===== config.mk =====
export PLATFORM = sky130hd
export DESIGN_NAME = fetch_pc_sequencer
export DESIGN_NICKNAME = d
export VERILOG_FILES = /design/src/rtl/fetch_pc_sequencer.sv
export SDC_FILE = /design/constraint.sdc
export NUM_CORES = 1
export LEC_CHECK = 0
export CELL_PAD_IN_SITES_DETAIL_PLACEMENT = 2
export CELL_PAD_IN_SITES_GLOBAL_PLACEMENT = 2
export CORE_UTILIZATION = 27
export CTS_CLUSTER_SIZE = 16
export DETAILED_ROUTE_END_ITERATION = 7
export PLACE_DENSITY_LB_ADDON = 0.1
export SLEW_MARGIN = 10
export SYNTH_ARGS = -nofsm -noshare
export SYNTH_HDL_FRONTEND = slang
export SYNTH_SLANG_ARGS = --single-unit
export TNS_END_PERCENT = 10

===== constraint.sdc =====
create_clock -name clk -period 2.5 [get_ports clk]
set_input_delay 0.5 -clock clk [delete_from_list [all_inputs] [get_ports clk]]
set_output_delay 0.5 -clock clk [all_outputs]
set_load 0.1 [all_outputs]

===== src/rtl/fetch_pc_sequencer.sv =====
// fetch_pc_sequencer: fetch-stage PC owner choosing exception, ERET, redirect, stall hold or PC+4 each cycle.
module fetch_pc_sequencer #(
  parameter logic [31:0] RESET_PC = 32'h0000_3000,
  parameter logic [31:0] EXC_PC   = 32'h0000_4180,
  parameter logic [31:0] PC_LO    = 32'h0000_3000,
  parameter logic [31:0] PC_HI    = 32'h0000_6ffc
) (
  input  logic        clk,
  input  logic        reset,
  input  logic        stall,
  input  logic        req,
  input  logic        eret,
  input  logic [31:0] epc,
  input  logic        br_taken,
  input  logic [31:0] br_target,
  output logic [31:0] pc_out,
  output logic        pc_valid,
  output logic        exc_adel,
  output logic [1:0]  state
);
  typedef enum logic [1:0] {BOOT = 2'd0, RUN = 2'd1, HOLD = 2'd2, PEND = 2'd3} state_t;
  state_t st;
  logic pend_valid;
  logic [31:0] pend_target;
  assign state = st;
  assign exc_adel = (pc_out[1:0] != 2'b00) | (pc_out < PC_LO) | (pc_out > PC_HI);
  always_ff @(posedge clk) begin
    if (!reset) begin
      st <= BOOT;
      pc_out <= RESET_PC;
      pc_valid <= 1'b0;
      pend_valid <= 1'b0;
      pend_target <= 32'd0;
    end else if (st == BOOT) begin
      st <= RUN;
      pc_valid <= 1'b1;
    end else if (req) begin
      pc_out <= EXC_PC;
      pend_valid <= 1'b0;
      st <= RUN;
    end else if (eret) begin
      pc_out <= epc;
      pend_valid <= 1'b0;
      st <= RUN;
    end else if (stall && br_taken) begin
      pend_valid <= 1'b1;
      pend_target <= br_target;
      st <= PEND;
    end else if (stall) begin
      st <= pend_valid ? PEND : HOLD;
    end else if (br_taken) begin
      pc_out <= br_target;
      pend_valid <= 1'b0;
      st <= RUN;
    end else if (pend_valid) begin
      pc_out <= pend_target;
      pend_valid <= 1'b0;
      st <= RUN;
    end else begin
      pc_out <= pc_out + 32'd4;
      st <= RUN;
    end
  end
endmodule


; ---- Word-level counts from Yosys, hierarchy flattened
; Cells that the tools add are included.
[totals]
ramBits = 0
rom_bits = 0
in_bits = 70
reg_bits = 68
mem_count = 0
latchBits = 0
[classes]
mul = 0
n_addsub = 1
shifts = 0
div = 0
order_cmp = 2
mux = 16
eq_ne = 3
reduce_logical = 7
bitwise_logic = 6
[op_table]
columns = op, n
row1 = 32-bit 2-to-1 mux, 6
row2 = "32-bit by 3-bit adder with 32-bit output, second input constant", 1
row3 = "32-bit by 15-bit > comparator with 1-bit output, second input constant", 1
row4 = "32-bit by 14-bit less-than comparator with 1-bit output, second input constant", 1
row5 = 1-bit 2-to-1 mux, 8
row6 = 2-bit 2-to-1 mux, 2
row7 = "4-bit by 1-bit != test with 1-bit output, second input constant", 1
row8 = 1-bit NOT, 4
row9 = 4-bit AND reduction, 1
row10 = 4-bit OR reduction, 1
row11 = "3-bit by 1-bit != test with 1-bit output, second input constant", 1
row12 = "3-bit != test, second input constant", 1
row13 = 3-bit AND reduction, 1
row14 = 2-bit logical NOT, 1
row15 = 1-bit OR, 2
row16 = 2-bit AND reduction, 1
row17 = 2-bit nonzero test, 1
row18 = 1-bit logical AND, 1

; ---- Depth between registers and ports, before layout
[logic_depth]
depth_word = 7
mapped_depth = 7

; ---- Least setup slack after synthesis
; OpenSTA, ideal clock, no wires.
[synth_path]
kind = register to output
from = register pc_out[17]
to = output exc_adel
setup_slack_ps = -370
required_time_ps = 2000
t_arrival_ps = 2370
path_stages_with_launch = 6
n_path_buf = 1
cell_sequence = dfxtp_1 -> buf_2 -> nor4_1 -> nand2_1 -> nor4_1 -> nand4_1
[synth_via]
elab_chain_cells = 3
word_cells_on_any_way = 4
cone_classes = order compare (2) / bitwise (2)
[synth_rtl]
columns = element, line
row1 = from (decl), 16  ; output logic [31:0] pc_out,
row2 = from (signal assigned), 42  ; pc_out <= epc;
row3 = from (signal assigned), 52  ; pc_out <= br_target;
row4 = from (signal assigned), 56  ; pc_out <= pend_target;
row5 = 32-bit by 14-bit less-than comparator with 1-bit output, 26  ; assign exc_adel = (pc_out[1:0] != 2'b00) | (pc_out < PC_LO) | (pc_out > PC_HI);
row6 = 1-bit OR, 26
row7 = 1-bit OR *, 26
row8 = to (decl), 18  ; output logic exc_adel,
; Mark *: on every way between the ends. The rest lies on a longest branch, timed or not.

; ---- Worst setup path after layout
[layout_path]
from = register pc_out[20]
to = output exc_adel
; The elaborated chain is that of the path after synthesis.

==> run summary <==
The run finished with clean final reports. The run gives 912 as the number of standard cells in the final layout excluding fillers. Summing every instance area after synthesis gives 4229 um2.

Setup violations remaining at the end of the flow were counted as 0. The signal on the critical path passes through nor4_2, nand2_1, nor4_1, nand4_1, buf_12. The dominant register cell in the synthesized netlist was sky130_fd_sc_hd__dfxtp_1.

The logs give 30880 um for the wire length of the first global-routing pass and 27.72% for the initial core utilization. In this run the post-CTS setup repair buffer count came out at 0. For this run, the number of Yosys warnings is 0. By area the synthesized netlist is led by sky130_fd_sc_hd__dfxtp_1 (32%), sky130_fd_sc_hd__nand2_1 (11%), sky130_fd_sc_hd__a21oi_1 (5.8%). Of the total synthesized cell area, the portion taken by XOR and XNOR cells is 2.278%. The setup slack of the worst register-to-register path was 0.35 ns; the post-cts resize count was 0. The port buffer count came out at 105. The total area inside the core boundary comes to 15260 um2. For the final count of pins violating max slew, the log shows 0. The via count is 5011. STA classifies the critical path endpoint as an output pin. At the later pin of the worst-skew pair, clock insertion delay measures 0.34 ns. The number of cells on the worst reg-to-reg path is 5. The tools report the cell at the root of the clock tree as sky130_fd_sc_hd__clkbuf_16.

In this run the horizontal extent of the chip is 127.2 um. Fraction of final layout cells sized beyond drive strength 1: 18.12%. The cell accounting for the most synthesized area is sky130_fd_sc_hd__dfxtp_1.

Relative to the synthesized area, the layout overhead comes to 39.67%. For the count of endpoints failing hold in the final timing report, the log shows 0. The clock slew seen by the registers of the worst setup and hold paths was 0.06 ns.

The worst max-slew margin expressed relative to the limit was 64.25%. The startpoint of the worst-slack reg-to-reg timing path is pc_out[5]$_SDFFE_PN0P_. The die covers 16170 um2. The critical path is of the reg2out type. The total I/O pin count was 106. On the worst path, the slowest cell contributes a delay of 0.37 ns. The largest buffer count on any clock path was 2; the fill cell instance count of the final layout was 1796. The max capacitance violation total was 0; the die extent in y was 127.2 um. After detailed routing, the average wire length per cell comes to 21.88 um.

The synthesized design devotes to its leading area cell type 32.19% of total area. The path category of the worst min-delay check was reg2reg. For the leakage power figure, the log shows 2.181 nW. The detail route stage leaves a number of antenna-violating nets equal to 0. For hold timing, the worst endpoint is pend_target[27]$_SDFFE_PN0P_. The run gives 71 as the number of distinct standard cells referenced by the synthesized netlist. H-tree level count: 3. The number of antenna violations at the first check in global routing came out at 0. The utilization of the core after routing is 38.71%, and the storage element area is 1399 um2. At the worst endpoint, the required time is 2.00 ns.

After synthesis, the share of flip-flops with an asynchronous set or reset is 0%. After synthesis the netlist holds a flip-flop and latch count of 68. The run gives 45 as the row count.

Using the TritonRoute via totals, the vias-per-cell ratio works out to 5.495. Subtracting the final worst setup slack from the clock period gives 2.254 ns. After the last flow step, the layout net total stands at 767. After detailed placement, the total cell area comes to 5643 um2. After the first detailed-routing iteration, the DRC count stood at 251.

Of all nets on the critical path, the largest fanout is 5. Buffers inserted to repair hold after CTS numbered 0. Synthesis produced 585 cells. Setup repair after global routing left no endpoint under its margin.

Of the post-synthesis cell area, the part taken by muxes is 1.183%. Averaged over all synthesized cells, the footprint is 7.229 um2. The worst hold path begins at pend_target[27]$_SDFFE_PN0P_.

When the netlist entered floorplanning its net count stood at 656. The total number of clock tree sinks came out at 68. The tools report the count of unresolved DRC violations after routing as 0. The cell with the largest stage delay on the worst path is sky130_fd_sc_hd__dfxtp_4. For the final estimated routing congestion in global placement, the log shows 0.8326. Summed over all nets, the half-perimeter wirelength after detailed placement is 15170 um.

Of the synthesized area, sequential elements account for 32.19%. The synthesized netlist devotes 30.89% of its cell area to simple gates. Timing would allow up to 443.6 MHz. The adder-cell area share of the yosys netlist works out to 0.2959%.

TritonCTS built the clock tree. The number of clock buffers added by TritonCTS is 9. The number of global-route vias before repair was 5413; the final setup skew was 0.004349 ns.

The number of synthesized flops with an enable pin is 0. By area, the combinational part of the netlist is dominated by simple AND/OR/NAND/NOR gates. Type of element launching the critical path: a register. Along the worst hold path, the cell count comes to 2. Once layout is done, the placed cells without fillers occupy 5907 um2.

The repair_antennas step left the layout with diodes totalling 0. The combined global-route utilization of all metal layers came out at 25.38%. Summing all multi-input logic gate instances after layout gives 2643 um2. Counting tap cells, the placed design contains a total of 896 instances. At the pin with the least slew margin, the transition time is 0.5313 ns. The run gives 19950 um as the final routed wirelength across all metal layers. Power spread over the standard cell area amounts to 531.1 nW/um2. Across the VDD grid, the largest voltage drop is 0.2800 mV. For this run, the detailed router's first-pass iteration total came to 4.

The share of the clock period used by the worst path after layout was 90.16%; the arrival time of the worst setup path was 1.75 ns. For this run the aggregate overflow at the end of global routing stands at 0. The tools report the endpoint of the lowest-slack register-to-register path as pc_out[26]$_SDFFE_PN0P_. The pin count of the biggest net entering global routing was 27; the synthesized-area fraction occupied by ao, oa, aoi and oai cells was 27.57%.
-- per-stage QoR --
step                setup WS [ns]  hold slack, ns  power, mW   TNS (ns)
detailed placement       -0.05092          0.4543      1.975   -0.05092
floorplan               -0.007449          0.4315      1.623  -0.007449
global placement          0.08224          0.4377      1.960          0
CTS                        0.1899          0.4619      3.180          0
finish                     0.2459          0.4562      3.137          0
global route               0.1020          0.4805      3.260          0
-- per-layer routing --
layer	global-route usage (%)	wire, um	up-vias
met4	5.112	183	0
met1	32.08	9202	2537
met2	45.02	9850	99
li1	-	-	2359
met3	4.648	715	16
met5	0	0	-
-- area by class of cell --
class | instances | area share (%)
well taps | 211 | 4.469
inverters | 9 | 0.5719
clock inverters | 2 | 0.1695
flip-flops and latches | 68 | 23.68
multi-input cells | 461 | 44.74
clock buffers | 14 | 4.300
repair buffers | 147 | 22.07
-- worst max-delay path: cells and delay by family, from the launching register on --
family	cells	cell delay [ns]
buffers and inverters	1	0.22
AND/OR/NAND/NOR	4	0.83
flip-flops	1	0.37
-- layout by cell type (no fill, tap or decap), types with 12 or more instances in the layout --
cell type,instances
sky130_fd_sc_hd__dfxtp_1,48
sky130_fd_sc_hd__dfxtp_2,15
sky130_fd_sc_hd__nor2_1,26
sky130_fd_sc_hd__clkdlybuf4s50_1,67
sky130_fd_sc_hd__nor3_1,12
sky130_fd_sc_hd__nand2_1,129
sky130_fd_sc_hd__a21oi_1,49
sky130_fd_sc_hd__o21ai_0,39
sky130_fd_sc_hd__nand3_1,15
sky130_fd_sc_hd__buf_4,75
-- worst max-delay path by stage --
stage	from	end	slack, ns	cells past startpoint
CTS	pc_out[20]$_SDFFE_PN0P_	exc_adel	0.19	5
detailed placement	req	pc_out[15]$_SDFFE_PN0P_	-0.05	7
floorplan	pc_out[25]$_SDFFE_PN0P_	exc_adel	-0.007	2
global route	pc_out[20]$_SDFFE_PN0P_	exc_adel	0.10	5
global placement	req	pc_out[15]$_SDFFE_PN0P_	0.08	7
finish	pc_out[20]$_SDFFE_PN0P_	exc_adel	0.25	5
-- cell usage after synthesis, types with 7 or more instances --
library cell	count
sky130_fd_sc_hd__a21oi_1	49
sky130_fd_sc_hd__a22oi_1	7
sky130_fd_sc_hd__and3_1	10
sky130_fd_sc_hd__buf_1	7
sky130_fd_sc_hd__buf_2	9
sky130_fd_sc_hd__clkbuf_1	27
sky130_fd_sc_hd__dfxtp_1	68
sky130_fd_sc_hd__inv_1	7
sky130_fd_sc_hd__nand2_1	129
sky130_fd_sc_hd__nand2b_1	7
sky130_fd_sc_hd__nand3_1	15
sky130_fd_sc_hd__nand4_1	11
sky130_fd_sc_hd__nor2_1	26
sky130_fd_sc_hd__nor2b_1	11
sky130_fd_sc_hd__nor3_1	13
sky130_fd_sc_hd__nor3b_1	7
sky130_fd_sc_hd__nor4_1	12
sky130_fd_sc_hd__o211ai_1	11
sky130_fd_sc_hd__o21ai_0	39
sky130_fd_sc_hd__o31ai_1	9
sky130_fd_sc_hd__xnor2_1	8
-- logic make-up (layout without fill, tap and decap cells) --
| group | after synthesis | count (layout) |
|---|---|---|
| buf+inv | 56 | 172 |
| flops | 68 | 68 |
| compound gates | 177 | 177 |
| simple gates | 267 | 267 |
| mux | 5 | 5 |
| xor+xnor | 11 | 11 |
| fa+ha+maj | 1 | 1 |
-- registers in the layout, summed over array words and instances (netlist names) --
register     count
pc_out          32
pend_valid       1
state            2
pend_target     32
pc_valid         1
-- report_power, final --
group	switching (mW)	internal (mW)
combinational	0.501	0.282
clock	0.489	0.697
sequential	0.0502	1.12
No activity file was read; power rests on OpenSTA's default activity.
